### src/rtl/serial_comp_ctrl.sv
// serial_comp_ctrl: bit-serial unsigned magnitude comparator controller.
// Walks two captured operands MSB-first through a single one_bit_comp cell,
// carrying the less/greater/equal chain in registers, with optional early
// termination at the first differing bit.

module one_bit_comp (
    input  logic a,
    input  logic b,
    input  logic lin,
    input  logic gin,
    input  logic eqin,
    output logic lout,
    output logic gout,
    output logic eqout
);
    // A decision made at a higher bit propagates; otherwise this bit decides.
    assign lout  = lin | (eqin & ~a &  b);
    assign gout  = gin | (eqin &  a & ~b);
    assign eqout = eqin & ~(a ^ b);
endmodule

module serial_comp_ctrl #(
    parameter int WIDTH      = 8,
    parameter bit EARLY_EXIT = 1'b1
) (
    input  logic             clk,
    input  logic             rst_n,
    input  logic             start,
    input  logic             abort,
    input  logic [WIDTH-1:0] a,
    input  logic [WIDTH-1:0] b,
    output logic             busy,
    output logic             done,
    output logic             lt,
    output logic             gt,
    output logic             eq
);
    localparam int IW = $clog2(WIDTH);

    typedef enum logic {
        IDLE = 1'b0,
        RUN  = 1'b1
    } state_t;

    state_t           state;
    state_t           next_state;
    logic [WIDTH-1:0] a_q;
    logic [WIDTH-1:0] b_q;
    logic [IW-1:0]    idx;
    logic             l_q;
    logic             g_q;
    logic             e_q;
    logic             lout;
    logic             gout;
    logic             eqout;
    logic             terminal;

    one_bit_comp u_cell (
        .a     (a_q[idx]),
        .b     (b_q[idx]),
        .lin   (l_q),
        .gin   (g_q),
        .eqin  (e_q),
        .lout  (lout),
        .gout  (gout),
        .eqout (eqout)
    );

    // The LSB always ends the walk; with early exit, so does the first difference.
    assign terminal = (idx == '0) || (EARLY_EXIT && !eqout);

    // State register.
    always_ff @(posedge clk or negedge rst_n) begin
        if (!rst_n) state <= IDLE;
        else        state <= next_state;
    end

    // Next-state logic: abort and terminal bit both return to IDLE.
    always_comb begin
        next_state = state;
        case (state)
            IDLE:    if (start) next_state = RUN;
            RUN:     if (abort || terminal) next_state = IDLE;
            default: next_state = IDLE;
        endcase
    end

    // Output decode: busy is a direct decode of the state flop.
    always_comb begin
        busy = (state == RUN);
    end

    // Operand capture, bit walk, chain registers and result flags.
    always_ff @(posedge clk or negedge rst_n) begin
        if (!rst_n) begin
            a_q  <= '0;
            b_q  <= '0;
            idx  <= '0;
            l_q  <= 1'b0;
            g_q  <= 1'b0;
            e_q  <= 1'b1;
            lt   <= 1'b0;
            gt   <= 1'b0;
            eq   <= 1'b0;
            done <= 1'b0;
        end else begin
            done <= 1'b0;
            case (state)
                IDLE: begin
                    if (start) begin
                        a_q <= a;
                        b_q <= b;
                        idx <= IW'(WIDTH - 1);
                        l_q <= 1'b0;
                        g_q <= 1'b0;
                        e_q <= 1'b1;
                        lt  <= 1'b0;
                        gt  <= 1'b0;
                        eq  <= 1'b0;
                    end
                end
                RUN: begin
                    if (abort) begin
                        // Cancelled comparison: all flags low marks the result invalid.
                        lt <= 1'b0;
                        gt <= 1'b0;
                        eq <= 1'b0;
                    end else begin
                        l_q <= lout;
                        g_q <= gout;
                        e_q <= eqout;
                        if (terminal) begin
                            lt   <= lout;
                            gt   <= gout;
                            eq   <= eqout;
                            done <= 1'b1;
                        end else begin
                            idx <= idx - IW'(1);
                        end
                    end
                end
                default: ;
            endcase
        end
    end
endmodule

### config.mk
export PLATFORM = sky130hd
export DESIGN_NAME = serial_comp_ctrl
export DESIGN_NICKNAME = d
export VERILOG_FILES = /design/src/rtl/serial_comp_ctrl.sv
export SDC_FILE = /design/constraint.sdc
export NUM_CORES = 1
export LEC_CHECK = 0
export ABC_AREA = 1
export ABC_CLOCK_PERIOD_IN_PS = 3000
export CAP_MARGIN = 15
export CELL_PAD_IN_SITES_DETAIL_PLACEMENT = 1
export CELL_PAD_IN_SITES_GLOBAL_PLACEMENT = 1
export CORE_AREA = 2 2 62 64
export DETAILED_ROUTE_END_ITERATION = 16
export DIE_AREA = 0 0 64 66
export PLACE_DENSITY_LB_ADDON = 0.1
export SKIP_CTS_REPAIR_TIMING = 1
export SYNTH_ARGS = -nofsm -noshare
export SYNTH_HDL_FRONTEND = slang
export SYNTH_HIERARCHICAL = 1
export SYNTH_SLANG_ARGS = --single-unit
### constraint.sdc
create_clock -name clk -period 3 [get_ports clk]
set_clock_uncertainty 0.15 [all_clocks]
set_input_delay 0.6 -clock clk [delete_from_list [all_inputs] [get_ports clk]]
set_output_delay 0.6 -clock clk [all_outputs]
set_load 0.01 [all_outputs]
==> impl_metrics.csv <==
group,metric,value,unit
cts,cts_buffer_depth,2,
global_routing,grt_antenna_before_repair,0,
synthesis,netlist_instances,172,
drt,wirelength,3020,µm
setup_path,cp.required,3.11,ns
run_status,outcome,"complete, no violations",
timing,slew_violations,0,
cts,cts_tree,"built",
synthesis,synth_area_per_cell,8.15,µm²
timing,setup_viol,0,
global_routing,grt_use_total,0.163,
drt,drc_errors,0,
drt,num_vias,1135,
cts,cts_sinks,27,
timing,timing.final.ws_setup,0.750,ns
setup_path,slowest_stage,"dfrtp_1",
final_layout,drive_gt1_frac,0.122,
timing,period_needed,2.25,ns
die,fp.coreArea,3550,µm²
setup_path,reg2reg_to,"idx[2]",
die,dieArea,4220,µm²
synthesis,ys_types,23,
setup_path,critPathMaxStageDelay,0.59,ns
synthesis,synth_fp_nets,194,
drt,final_antenna_net_count,0,
setup_path,rrSetupSlack,0.75,ns
timing,slew_headroom,0.433,
synthesis,synth-seq-cells,27,
die,die_y,66,µm
setup_path,crit_arrival,2.36,ns
cts,clk_pin_slew,0.13,ns
synthesis,ys_warn_count,6,
job,maxCapViolCount,0,
timing,fin_tns_setup,0,ns
place,place_ws,0.735,ns
power,peakVddDrop,545,µV
drt,viasPerCell,4.65,
die,io_pins,25,
min_path,hp-class,"register to register",
global_routing,grt_pass1_vias,1201,
timing,post-route-period-util,0.750,
final_layout,reg_top3,"a_q: 8 flops, b_q: 8 flops, idx: 3 flops",
timing,rsz0062_at_grt,"false",
power,power_density,964,nW/µm²
cts,cts_inserted_buffers,3,
setup_path,worstPathCellList,"inv_2, nand2_1, nand3_1, nand2_1, nand2_1, nand2_1, inv_1, nand2_1, nand2_1, nor2_1, nand3_4, nand2_4, nand2_1, nand2_1",
setup_path,path_class,"register to register",
place,hpwl,2310,µm
power,leakagePower,0.000862,µW
die,placementRows,22,
drt,wl_per_cell,12.4,µm
setup_path,start_kind,"register",
setup_path,endpoint_kind,"register",
cts,cts_max_level,1,
setup_path,r2r-start,"idx[0]",
cts,insertion_delay,0.32,ns
drt,drt-initial-drc-count,46,
synthesis,netlist_area,1400,µm²
setup_path,worstPathMaxFanout,11,
timing,worst_slew_pin_slew,0.847,ns
drt,drtPass1Iterations,4,
setup_path,crit_start,"idx[0]",
setup_path,crit_top_cell,"nand2_1",
final_layout,mostFrequentLayoutCells,"nand2_1 (54), dfrtp_1 (26), clkdlybuf4s50_1 (24), inv_1 (21), nor2_1 (17)",
final_layout,nNetsFinal,219,
final_layout,syn_to_final_growth,20.9,%
timing,fmax,445,MHz
setup_path,reg2regPathDepth,14,
global_routing,grt_pass1_wl,5320,µm
final_layout,n_antenna_cell,0,
final_layout,final_common_cell,"nand2_1",
die,initial_core_util,0.395,
min_path,min_to,"gt",
cts,root_buffer,"clkbuf_4",
timing,hold_viol,0,
place,gp_congestion,0.766,
place,portBuffers,24,
min_path,hp-start,"gt",
global_routing,grt_overflow_total,0,
global_routing,grt_max_degree,40,
synthesis,ys_seq_area_frac,0.483,
die,die_w,64,µm
min_path,worstHoldPathCells,2,
## critical path, delay by kind of cell (launching register included)
| family | cells | cell delay [ns] |
|---|---|---|
| and+or+nand+nor | 12 | 1.21 |
| buffers and inverters | 2 | 0.25 |
| DFF | 1 | 0.59 |
## power breakdown
group / leakage [µW] / total, µW / internal, µW / switching (µW)
combinational: 0.000532 / 846 / 315 / 532
sequential: 0.000315 / 635 / 527 / 108
clock: 0.0000150 / 153 / 52.0 / 101
total: 0.000862 / 1630 / 893 / 741
## cells in the mapped netlist, drive strengths merged
cell type  instances  share of area
nand2             57           0.16
dfrtp             26           0.46
inv               24          0.066
nor2              19          0.064
a21oi             17          0.085
nand3             16          0.070
buf                5          0.029
nand4              3          0.013
ha                 2          0.018
dfstp              1          0.019
or2                1         0.0045
xnor2              1         0.0062
## kinds of logic after synthesis
group,Yosys count,synth area share
compound gates,17,0.0848
fa+ha+maj,2,0.0178
buf+inv,29,0.0955
simple gates,96,0.313
flops,27,0.483
xor+xnor,1,0.00625
## per-layer routing
| metal | vias up | part of all wire | GRT usage |
|---|---|---|---|
| li1 | 580 | - | - |
| met1 | 535 | 0.48 | 0.203 |
| met3 | 2 | 0.039 | 0.0307 |
| met4 | 0 | 0.0076 | 0.0571 |
| met2 | 18 | 0.47 | 0.284 |
| met5 | - | 0 | 0 |
## stage by stage
| step | utilization | instances | area (µm²) | power [µW] | hold slack [ns] |
|---|---|---|---|---|---|
| 6_report | 0.477 | 244 | 1700 | 1630 | 0.347 |
| 5_1_grt | 0.477 | 244 | 1700 | 1810 | 0.380 |
| 4_1_cts | 0.477 | 244 | 1700 | 1660 | 0.354 |
| 3_5_place_dp | 0.470 | 240 | 1670 | 1500 | 0.321 |
| 3_3_place_gp | 0.470 | 240 | 1670 | 1460 | 0.310 |
| 2_1_floorplan | - | 172 | 1400 | 1270 | 0.154 |
## worst max-delay path by stage
| stage | end | slack, ns |
|---|---|---|
| 5_1_grt | idx[2] | 0.49 |
| 6_report | idx[2] | 0.75 |
| 4_1_cts | idx[2] | 0.72 |
| 2_1_floorplan | idx[1] | 1.23 |
| 3_3_place_gp | a_q[7] | 0.84 |
| 3_5_place_dp | b_q[0] | 0.73 |
## layout make-up
type,instances,area [µm²]
fillers,446,1860
flip-flops and latches,27,677
multi-input cells,116,592
repair buffers,25,248
inverters,24,92.6
well taps,48,60.1
clock buffers,4,26.3
No activity file was read; power rests on OpenSTA's default activity.
